**config.mk**
```make
export PLATFORM = sky130hd
export DESIGN_NAME = mesh_term_rx_flat
export DESIGN_NICKNAME = d
export VERILOG_FILES = /design/src/rtl/mesh_pkt_pkg.sv /design/src/rtl/mesh_term_rx_if.sv /design/src/rtl/mesh_rx_fifo.sv /design/src/rtl/mesh_term_rx.sv /design/src/flat_wrapper.sv
export SDC_FILE = /design/constraint.sdc
export NUM_CORES = 1
export LEC_CHECK = 0
export ABC_AREA = 1
export BUFFER_PORTS_ARGS = -buffer_cell sky130_fd_sc_hd__buf_4
export CAP_MARGIN = 25
export CELL_PAD_IN_SITES_DETAIL_PLACEMENT = 0
export CELL_PAD_IN_SITES_GLOBAL_PLACEMENT = 2
export CORE_AREA = 8 8 185 170
export CTS_CLUSTER_SIZE = 25
export DETAILED_ROUTE_END_ITERATION = 12
export DIE_AREA = 0 0 193 178
export HOLD_SLACK_MARGIN = 0.1
export PLACE_DENSITY = 0.81
export SETUP_SLACK_MARGIN = 0.05
export SLEW_MARGIN = 20
export SYNTH_ARGS = -nofsm -noshare
export SYNTH_HDL_FRONTEND = slang
export SYNTH_SLANG_ARGS = --single-unit
```
**constraint.sdc**
```tcl
create_clock -name clk -period 7.95 [get_ports clk]
set_input_delay 0.3975 -clock clk [delete_from_list [all_inputs] [get_ports clk]]
set_output_delay 0.3975 -clock clk [all_outputs]
set_load 0.005 [all_outputs]
```
**src/rtl/mesh_pkt_pkg.sv**
```systemverilog
// Packet layout, FSM state and classification helpers for the mesh terminal receiver.
package mesh_pkt_pkg;

    // Default mesh packet width; offsets below are derived from whatever width a user picks.
    localparam int unsigned PCKG_SZ_DEF = 41;
    localparam int unsigned HDR_W       = 17;

    function automatic int unsigned nxt_jmp_hi(input int unsigned psz);
        return psz - 1;
    endfunction

    function automatic int unsigned row_hi(input int unsigned psz);
        return psz - 9;
    endfunction

    function automatic int unsigned col_hi(input int unsigned psz);
        return psz - 13;
    endfunction

    function automatic int unsigned mode_bit(input int unsigned psz);
        return psz - 17;
    endfunction

    function automatic int unsigned payload_w(input int unsigned psz);
        return psz - HDR_W;
    endfunction

    typedef struct packed {
        logic [7:0]               nxt_jmp;
        logic [3:0]               row;
        logic [3:0]               col;
        logic                     mode;
        logic [PCKG_SZ_DEF-18:0]  payload;
    } mesh_pkt_t;

    typedef enum logic [1:0] {IDLE, POP, SETTLE} rx_state_e;

    typedef enum logic [1:0] {CLS_MATCH, CLS_BCST, CLS_MISROUTE} rx_class_e;

    // Broadcast wins over the range check since the broadcast ID lies outside the mesh.
    function automatic rx_class_e classify(
        input logic [3:0]  row,
        input logic [3:0]  col,
        input logic [3:0]  my_row,
        input logic [3:0]  my_col,
        input int unsigned rows,
        input int unsigned colums,
        input logic [7:0]  bdcst
    );
        if ({row, col} == bdcst) return CLS_BCST;
        if (32'(row) >= rows || 32'(col) >= colums) return CLS_MISROUTE;
        if (row == my_row && col == my_col) return CLS_MATCH;
        return CLS_MISROUTE;
    endfunction

endpackage

```
**src/rtl/mesh_term_rx_if.sv**
```systemverilog
// Router-side pop handshake plus consumer-side valid/ready channel.
// Optional rd_err signal exists only when MESH_RX_PASS_MISROUTE_EN is defined.
interface mesh_term_rx_if #(
    parameter int unsigned pckg_sz = 41
);
    logic               pndng;
    logic [pckg_sz-1:0] data_out;
    logic               popin;
    logic               rd_valid;
    logic [pckg_sz-18:0] rd_data;
    logic               rd_bcst;
    logic               rd_ready;
`ifdef MESH_RX_PASS_MISROUTE_EN
    logic               rd_err;

    modport slave (
        input  pndng, data_out, rd_ready,
        output popin, rd_valid, rd_data, rd_bcst, rd_err
    );
    modport master (
        output pndng, data_out, rd_ready,
        input  popin, rd_valid, rd_data, rd_bcst, rd_err
    );
`else
    modport slave (
        input  pndng, data_out, rd_ready,
        output popin, rd_valid, rd_data, rd_bcst
    );
    modport master (
        output pndng, data_out, rd_ready,
        input  popin, rd_valid, rd_data, rd_bcst
    );
`endif
endinterface

```
**src/rtl/mesh_rx_fifo.sv**
```systemverilog
// Synchronous FIFO with wrap-bit pointers; head reads as zero while empty.
module mesh_rx_fifo #(
    parameter int unsigned width = 8,
    parameter int unsigned depth = 8
) (
    input  logic             clk,
    input  logic             reset,
    input  logic             push,
    input  logic [width-1:0] wdata,
    input  logic             pop,
    output logic [width-1:0] head,
    output logic             full,
    output logic             empty
);
    localparam int unsigned AW = $clog2(depth);

    logic [width-1:0] mem [depth];
    logic [AW:0]      wr_q, rd_q;
    logic             push_en, pop_en;

    // Occupancy flags and gated head.
    always_comb begin
        empty   = (wr_q == rd_q);
        full    = (wr_q[AW] != rd_q[AW]) && (wr_q[AW-1:0] == rd_q[AW-1:0]);
        pop_en  = pop && !empty;
        push_en = push && (!full || pop_en);
        head    = empty ? '0 : mem[rd_q[AW-1:0]];
    end

    // Storage array; contents need no reset because head is gated by empty.
    always_ff @(posedge clk) begin
        if (push_en) mem[wr_q[AW-1:0]] <= wdata;
    end

    // Read/write pointers.
    always_ff @(posedge clk or posedge reset) begin
        if (reset) begin
            wr_q <= '0;
            rd_q <= '0;
        end else begin
            if (push_en) wr_q <= wr_q + 1'b1;
            if (pop_en)  rd_q <= rd_q + 1'b1;
        end
    end
endmodule

```
**src/rtl/mesh_term_rx.sv**
```systemverilog
// Mesh terminal sink: pops the router output FIFO, filters by destination,
// buffers accepted payloads and counts accepted/misrouted packets.
// Optional macro MESH_RX_PASS_MISROUTE_EN forwards misroutes with an rd_err flag.
module mesh_term_rx
    import mesh_pkt_pkg::*;
#(
    parameter int unsigned pckg_sz    = 41,
    parameter int unsigned ROWS       = 4,
    parameter int unsigned COLUMS     = 4,
    parameter logic [3:0]  MY_ROW     = 4'd1,
    parameter logic [3:0]  MY_COL     = 4'd1,
    parameter logic [7:0]  bdcst      = 8'hFF,
    parameter int unsigned fifo_depth = 8
) (
    input  logic          clk,
    input  logic          reset,
    mesh_term_rx_if.slave rx,
    output logic [15:0]   pkt_cnt,
    output logic [15:0]   err_cnt,
    output logic          misroute
);
    localparam int unsigned PayloadW = payload_w(pckg_sz);
    localparam int unsigned RowHi    = row_hi(pckg_sz);
    localparam int unsigned ColHi    = col_hi(pckg_sz);
    localparam int unsigned NjHi     = nxt_jmp_hi(pckg_sz);
    localparam int unsigned ModeBit  = mode_bit(pckg_sz);
`ifdef MESH_RX_PASS_MISROUTE_EN
    localparam int unsigned EntryW   = PayloadW + 2;
`else
    localparam int unsigned EntryW   = PayloadW + 1;
`endif

    rx_state_e          state_q, state_d;
    logic [pckg_sz-1:0] pkt_q;
    logic               capture, popin;
    logic               fifo_push, fifo_pop, fifo_full, fifo_empty;
    logic [EntryW-1:0]  fifo_wdata, fifo_head;
    rx_class_e          cls;
    logic               accept;
    logic               unused_hdr;

    // Header bits the terminal does not interpret.
    assign unused_hdr = ^{pkt_q[NjHi -: 8], pkt_q[ModeBit]};

    // Classify the registered packet and form the FIFO entry.
    always_comb begin
        cls    = classify(pkt_q[RowHi -: 4], pkt_q[ColHi -: 4], MY_ROW, MY_COL,
                          ROWS, COLUMS, bdcst);
        accept = (cls != CLS_MISROUTE);
        fifo_pop = !fifo_empty && rx.rd_ready;
`ifdef MESH_RX_PASS_MISROUTE_EN
        fifo_push  = (state_q == POP);
        fifo_wdata = {pkt_q[PayloadW-1:0], cls == CLS_BCST, !accept};
`else
        fifo_push  = (state_q == POP) && accept;
        fifo_wdata = {pkt_q[PayloadW-1:0], cls == CLS_BCST};
`endif
    end

    // Next-state and pop strobe; a same-cycle consumer read counts as free space.
    always_comb begin
        state_d = state_q;
        capture = 1'b0;
        popin   = 1'b0;
        unique case (state_q)
            IDLE: begin
                if (rx.pndng && (!fifo_full || fifo_pop)) begin
                    capture = 1'b1;
                    state_d = POP;
                end
            end
            POP: begin
                popin   = 1'b1;
                state_d = SETTLE;
            end
            SETTLE:  state_d = IDLE;
            default: state_d = IDLE;
        endcase
    end

    // State register and packet capture.
    always_ff @(posedge clk or posedge reset) begin
        if (reset) begin
            state_q <= IDLE;
            pkt_q   <= '0;
        end else begin
            state_q <= state_d;
            if (capture) pkt_q <= rx.data_out;
        end
    end

    // Saturating counters and sticky misroute flag, updated in POP.
    always_ff @(posedge clk or posedge reset) begin
        if (reset) begin
            pkt_cnt  <= '0;
            err_cnt  <= '0;
            misroute <= 1'b0;
        end else if (state_q == POP) begin
            if (accept) begin
                if (pkt_cnt != 16'hFFFF) pkt_cnt <= pkt_cnt + 16'd1;
            end else begin
                if (err_cnt != 16'hFFFF) err_cnt <= err_cnt + 16'd1;
                misroute <= 1'b1;
            end
        end
    end

    mesh_rx_fifo #(
        .width (EntryW),
        .depth (fifo_depth)
    ) u_fifo (
        .clk   (clk),
        .reset (reset),
        .push  (fifo_push),
        .wdata (fifo_wdata),
        .pop   (fifo_pop),
        .head  (fifo_head),
        .full  (fifo_full),
        .empty (fifo_empty)
    );

    // Consumer-side outputs.
    always_comb begin
        rx.popin    = popin;
        rx.rd_valid = !fifo_empty;
        rx.rd_data  = fifo_head[EntryW-1 -: PayloadW];
        rx.rd_bcst  = fifo_head[EntryW-PayloadW-1];
`ifdef MESH_RX_PASS_MISROUTE_EN
        rx.rd_err   = fifo_head[0];
`endif
    end
endmodule
```
**src/flat_wrapper.sv**
```systemverilog
// flat-port wrapper written by rule: the top's interface ports become plain ports
module mesh_term_rx_flat import mesh_pkt_pkg::*;
#(
    parameter int unsigned pckg_sz    = 41,
    parameter int unsigned ROWS       = 4,
    parameter int unsigned COLUMS     = 4,
    parameter logic [3:0]  MY_ROW     = 4'd1,
    parameter logic [3:0]  MY_COL     = 4'd1,
    parameter logic [7:0]  bdcst      = 8'hFF,
    parameter int unsigned fifo_depth = 8
)
  (clk, reset, pkt_cnt, err_cnt, misroute, rx_pndng, rx_data_out, rx_rd_ready, rx_popin, rx_rd_valid, rx_rd_data, rx_rd_bcst);
  mesh_term_rx_if #(.pckg_sz(pckg_sz)) rx_i ();
  input  logic clk;
  input  logic reset;
  output logic [15:0] pkt_cnt;
  output logic [15:0] err_cnt;
  output logic misroute;
  input wire logic [$bits(rx_i.pndng)-1:0] rx_pndng;
  input wire logic [$bits(rx_i.data_out)-1:0] rx_data_out;
  input wire logic [$bits(rx_i.rd_ready)-1:0] rx_rd_ready;
  output wire logic [$bits(rx_i.popin)-1:0] rx_popin;
  output wire logic [$bits(rx_i.rd_valid)-1:0] rx_rd_valid;
  output wire logic [$bits(rx_i.rd_data)-1:0] rx_rd_data;
  output wire logic [$bits(rx_i.rd_bcst)-1:0] rx_rd_bcst;
  assign rx_i.pndng = rx_pndng;
  assign rx_i.data_out = rx_data_out;
  assign rx_i.rd_ready = rx_rd_ready;
  assign rx_popin = rx_i.popin;
  assign rx_rd_valid = rx_i.rd_valid;
  assign rx_rd_data = rx_i.rd_data;
  assign rx_rd_bcst = rx_i.rd_bcst;
  mesh_term_rx #(.pckg_sz(pckg_sz), .ROWS(ROWS), .COLUMS(COLUMS), .MY_ROW(MY_ROW), .MY_COL(MY_COL), .bdcst(bdcst), .fifo_depth(fifo_depth)) u_core (.clk(clk), .reset(reset), .rx(rx_i), .pkt_cnt(pkt_cnt), .err_cnt(err_cnt), .misroute(misroute));
endmodule
```
### After elaboration in Yosys (flattened, before gate mapping)

Memory sizes are Yosys's and may differ from the RTL's.
Index checks and enable logic that the tools add are counted.
Widths: inputs -> output; s select.

* bits in registers: 76
* bits in writable memories: 200
* logic and storage cells: 63
* memories: 1

* add/subtract/negate cells: 4
* magnitude comparators: 2
* equal/unequal tests: 12
* muxes and demuxes: 20
* bitwise operators: 1
* reductions and logical operators: 16

Memory list
* u_core.u_fifo.mem: words 8, bits a word 25, rd ports 1, clocked after memory_dff 0, write ports 1, line mesh_rx_fifo.sv:17 `logic [width-1:0] mem [depth];`

Operator list (count)
* $add 16x1->16 const B: 2
* $ne 16x16->1 const B: 2
* $mux 25: 1
* $mux 2: 7
* $mux 1: 11
* $add 4x1->4 const B: 2
* $eq 4x1->1 const B: 2
* $eq 8x8->1 const B: 1
* $ge 4x3->1 const B: 2
* $logic_and 1x1->1: 7
* $reduce_and 3->1: 2
* $eq 2x1->1 const B: 2
* $eq 4x4->1: 1
* $pmux 2 s2: 1
* $eq 3x3->1: 1
* $logic_or 1x1->1: 3
* $logic_not 1->1: 2
* $logic_not 2->1: 1
* $ne 2x1->1 const B: 1
* $ne 2x2->1 const B: 1
* $reduce_and 2->1: 1
* $ne 1x1->1: 1
* $not 1->1: 1

### Logic depth before layout (Yosys ltp)

* word-level depth: 14
* mapped depth: 11
* depth with buffers taken out: 10

### Modules after synthesis

Synthesis repeated with hierarchy kept, for this count alone.

* cells, all modules: 1137
* area total of the unflattened synthesis: 11753.8 µm²

Modules (own cells, without submodules)
* mesh_rx_fifo: instances 1, cells each 674, area an instance 8328.0 µm², sequential area each 6206.0 µm²
* mesh_term_rx: instances 1, cells each 463, area an instance 3425.8 µm², sequential area each 1676.6 µm²

### Worst setup path before layout

No wires, ideal clock.

* kind: reg-to-reg
* from: register u_core.u_fifo.rd_q[0]
* to: memory u_core.u_fifo.mem[0][0] in the netlist's numbering (enable)
* setup time: 0.407 ns
* arrival: 2.236 ns
* setup slack: 5.307 ns
* cell stages (with the launch flop): 10
* period minus slack after synthesis: 2.643 ns
* path through: dfrtp_1 inv_2 buf_6 nand2_1 nand2_1 nor2_2 nand4_2 buf_4 nand3_1 nor2_1

* word-level cells in the longest chain between the ends: 8

Ends and longest elaborated chain
* start: declaration: line mesh_rx_fifo.sv:18 `logic [AW:0] wr_q, rd_q;`
* start signal: assignment: line mesh_rx_fifo.sv:42 `if (pop_en) rd_q <= rd_q + 1'b1;`
* $eq 4x4->1: line mesh_rx_fifo.sv:23 `empty = (wr_q == rd_q);`
* $logic_not 1->1: line mesh_rx_fifo.sv:25, mesh_term_rx.sv:50
* $logic_and 1x1->1: line mesh_term_rx.sv:50 `fifo_pop = !fifo_empty && rx.rd_ready;`
* $logic_and 1x1->1: line mesh_rx_fifo.sv:25 `pop_en = pop && !empty;`
* $logic_or 1x1->1 (*): line mesh_rx_fifo.sv:26 `push_en = push && (!full || pop_en);`
* $logic_and 1x1->1 (*): line mesh_rx_fifo.sv:26
* $mux 1 (*): line mesh_rx_fifo.sv:32 `if (push_en) mem[wr_q[AW-1:0]] <= wdata;`
* $mux 1 (not written as such) (*): line mesh_rx_fifo.sv:32
* end: declaration: line mesh_rx_fifo.sv:17

Mark *: on every way between the ends. The rest lies on a longest branch, timed or not.

### Worst setup path in the final report

* from: register u_core.u_fifo.rd_q[1]
* to: memory u_core.u_fifo.mem[2][22] in the netlist's numbering (enable)

The elaborated chain is that of the path after synthesis.

==> results.md <==
- Run status: finished clean
- Final Cell Area: 13,960 sq um
- Leakage power: 0.005514 uW
- Tot GR Track Use: 16.37%
- Drt wl/cell: 17.61 um
- Type of the worst setup path: flop to flop
- Met1 Usage GRT: 21.68%
- Weighted congestion at the end of routability-driven global placement: 0.7554
- Critical path startpoint category: flop
- Mean number of vias per cell: 5.012
- Maximum clock frequency: 0.2660 GHz
- Worst path setup slack after routing: 4.191 ns
- Total number of vias: 7,954
- Std cell rows: 59
- Synth cell types: 28
- Mean area per synthesized cell: 10.69 sq um
- Antenna violations before repair: 0
- Clk Tree Root Cell: sky130_fd_sc_hd__clkbuf_16
- Effective utilization at floorplan: 41.27%
- Endpoint class of the critical path: flop
- RSZ-0062 raised after global routing: false
- First-pass GRT wire length: 44,090 um
- Max-slew headroom at the worst pin: 37.37%
- Sequential share of the synthesized area: 67.39%
- Area overhead of the layout relative to synthesis: 19.33%
- Min-Delay Path Class: primary input to flop
- First-pass DRT Iterations: 5
- Antenna fix cells: 0
- Core Util, Final: 49.24%
- Combined area of all synthesized cells: 11,700 sq um
- Total of warnings raised by yosys: 0
- CTS Buf Count: 30
- Setup TNS: 0 ns
- Worst-case setup slack after placement: 3.993 ns
- Number of antenna-violating nets in the routed design: 0
- Post-DP HPWL: 16,250 um
- Crit share post-route: 47.28%
- # setup viols final: 0
- Critical path data required time: 8.17 ns
- Slew Viols, Final: 0
- TritonCTS Sinks: 275
- Met3 Use GR: 2.932%
- Synth area leaders: sky130_fd_sc_hd__edfxtp_1 (51%), sky130_fd_sc_hd__dfrtp_1 (16%), sky130_fd_sc_hd__nand2_1 (7.1%)
- Tightest Pin Transition: 0.9395 ns
- Max-Cap Viols: 0
- Largest clock skew in the final design: 0.02119 ns
- Htree depth: 1
- Overall die area: 34,350 sq um
- Total power divided by cell area: 333.7 nW/um^2
- Fraction of synthesis flops using an asynchronous set or reset pin: 27.27%
- Quantity of gates resized following cts: 0
- Cells after synthesis: 1,094
- Initial detailed-routing violation count: 464
- CTS clock-pin slew for the worst setup and hold paths: 0.06 ns
- Area fraction of the dominant cell type after synthesis: 51.34%
- Buffers inserted by post-CTS timing repair: 0
- Number of global-route vias before repair: 8,014
- Maximum vdd ir drop: 0.0001748 V
- Final global-route overflow total: 0
- Period minus WS final: 3.759 ns
- Height of the die: 178 um
- Top cells by instance count after synthesis: sky130_fd_sc_hd__nand2_1 (221), sky130_fd_sc_hd__nor2_1 (216), sky130_fd_sc_hd__edfxtp_1 (200)
- Boundary Pins: 105
- Clock insertion delay at the later pin of the skew report: 0.55 ns
- Most repeated cell in the gate-level netlist after synthesis: sky130_fd_sc_hd__nand2_1
- Fraction of layout cells with a size suffix above 1: 14.41%
- DRC errors left: 0
- Final-layout worst hold slack: 0.1164 ns
- Busiest metal layer after global routing: met2
- Total of fill cells in the finished design: 2,644
- Number of nets at the end of the flow: 1,246
- Overall die width: 193 um
- Synthesized netlist net count: 1,143
- Peak fanout along the critical path: 79
- Number of enable-type register cells in the synthesized netlist: 200
- CTS tree: yes
- Buffers on Ports: 95
- Pin count of the biggest net entering global routing: 95
- Arrival time of the worst setup path: 3.98 ns
- Dominant register cell in the synthesized netlist: sky130_fd_sc_hd__edfxtp_1
- DP Area: 12,740 sq um
- GRT met2 Usage: 27.99%
- Post-synthesis register bit count: 275
- Cell taking the most area after synthesis: sky130_fd_sc_hd__edfxtp_1
- Final hold violation count: 0
- Maximum clock path buffer count: 3
- Total wire length after detailed routing: 27,950 um
- Area of the core: 28,350 sq um
power breakdown:
group / internal [uW] / switching [uW] / leakage, uW / total [uW]
sequential: 1780 / 176 / 0.00280 / 1950
combinational: 496 / 817 / 0.00223 / 1310
clock: 857 / 535 / 0.000488 / 1390
total: 3130 / 1530 / 0.00551 / 4660
flip-flops by register name, summed over array words and instances, names as in the netlist:
| name | cells |
|---|---|
| u_core.misroute | 1 |
| u_core.u_fifo.mem | 200 |
| u_core.state_q | 2 |
| u_core.pkt_cnt | 16 |
| u_core.pkt_q | 32 |
| u_core.err_cnt | 16 |
| u_core.u_fifo.wr_q | 4 |
| u_core.u_fifo.rd_q | 4 |
metrics by stage:
| step | total power [uW] | std cells |
|---|---|---|
| floorplan | 2761 | 1094 |
| global placement | 3294 | 1509 |
| detailed placement | 3318 | 1510 |
| CTS | 4728 | 1586 |
| global route | 4967 | 1587 |
| finish | 4658 | 1587 |
routing by layer:
metal  up-vias  wire (um)  share of wire [%]
met5         -          0                  0
met4         0        461                1.6
met3        32       1186                4.2
met2       142      13450                 48
met1      3803      12860                 46
li1       3977          -                  -
final timing paths:
kind,cells past startpoint,slack (ns),to,from
max in group asynchronous,5,6.75,u_core.u_fifo.rd_q[0],reset
setup reg to reg,9,4.19,u_core.u_fifo.mem[2][22],u_core.u_fifo.rd_q[1]
hold / removal,3,0.12,u_core.pkt_q[3],rx_data_out[3]
hold reg to reg,1,0.47,u_core.state_q[1],u_core.state_q[1]
setup / recovery,9,4.19,u_core.u_fifo.mem[2][22],u_core.u_fifo.rd_q[1]
min in group asynchronous,4,0.58,u_core.pkt_cnt[9],reset
critical path: stages, from the launching register on:
cell,delay [ns]
sky130_fd_sc_hd__dfrtp_2,0.36
sky130_fd_sc_hd__buf_4,0.66
sky130_fd_sc_hd__nand2_1,0.12
sky130_fd_sc_hd__nand2_1,0.10
sky130_fd_sc_hd__nor2_2,0.05
sky130_fd_sc_hd__nand4_2,0.37
sky130_fd_sc_hd__buf_4,0.38
sky130_fd_sc_hd__nand3_1,0.26
sky130_fd_sc_hd__nor2_2,0.72
sky130_fd_sc_hd__buf_4,0.39
kinds of logic after synthesis:
group / after synthesis / share of synthesized area, %
xor gates and xnor gates: 31 / 2.321
AOI/OAI and AO/OA: 170 / 8.076
DFF: 275 / 67.39
buffers and inverters: 97 / 3.690
adders and majority gates: 4 / 0.4279
and+or+nand+nor: 517 / 18.10
cell type report:
type / count / area (sq um) / area share (%)
clock buffers: 42 / 835.8 / 5.988
clock inverters: 14 / 171.4 / 1.228
inverters: 35 / 132.6 / 0.9502
multi-input cells: 722 / 3406 / 24.40
flip-flops and latches: 275 / 7886 / 56.50
well taps: 366 / 457.9 / 3.281
repair buffers: 133 / 1069 / 7.655
layout by cell type (no fill, tap or decap), types with 2 or more instances in the layout:
cell type                       Yosys  routed
sky130_fd_sc_hd__bufinv_16          0       4
sky130_fd_sc_hd__clkbuf_1          33       8
sky130_fd_sc_hd__o22ai_1           25      25
sky130_fd_sc_hd__o21ai_1            6       6
sky130_fd_sc_hd__nor2_2             3      12
sky130_fd_sc_hd__clkbuf_16          0      30
sky130_fd_sc_hd__nor3_1             6       6
sky130_fd_sc_hd__dlygate4sd3_1      0      20
sky130_fd_sc_hd__o21ai_0          114     114
sky130_fd_sc_hd__xor2_1            18      18
sky130_fd_sc_hd__buf_4              4     111
sky130_fd_sc_hd__inv_2              2       2
sky130_fd_sc_hd__clkbuf_8           0       4
sky130_fd_sc_hd__nor2_1           216     207
sky130_fd_sc_hd__clkinv_1           0       8
sky130_fd_sc_hd__dfrtp_2            0       3
sky130_fd_sc_hd__ha_1               4       4
sky130_fd_sc_hd__nand2_1          221     221
sky130_fd_sc_hd__o211ai_1          25      25
sky130_fd_sc_hd__inv_1             33      32
sky130_fd_sc_hd__dfrtp_1           75      72
sky130_fd_sc_hd__clkinv_2           0       2
sky130_fd_sc_hd__nand2_2            2       2
sky130_fd_sc_hd__edfxtp_1         200     200
sky130_fd_sc_hd__xnor2_1           13      13
sky130_fd_sc_hd__nand3_1           27      27
sky130_fd_sc_hd__nand3b_1           2       2
sky130_fd_sc_hd__nand4_1           37      37
what timing repair did:
item / 4_1_cts / 5_1_grt
endpoints found under the setup margin: 0 / 0
hold buffers: 20 / 0
endpoints found under the hold margin: 63 / 0
Power figures use the tool's default switching activity.
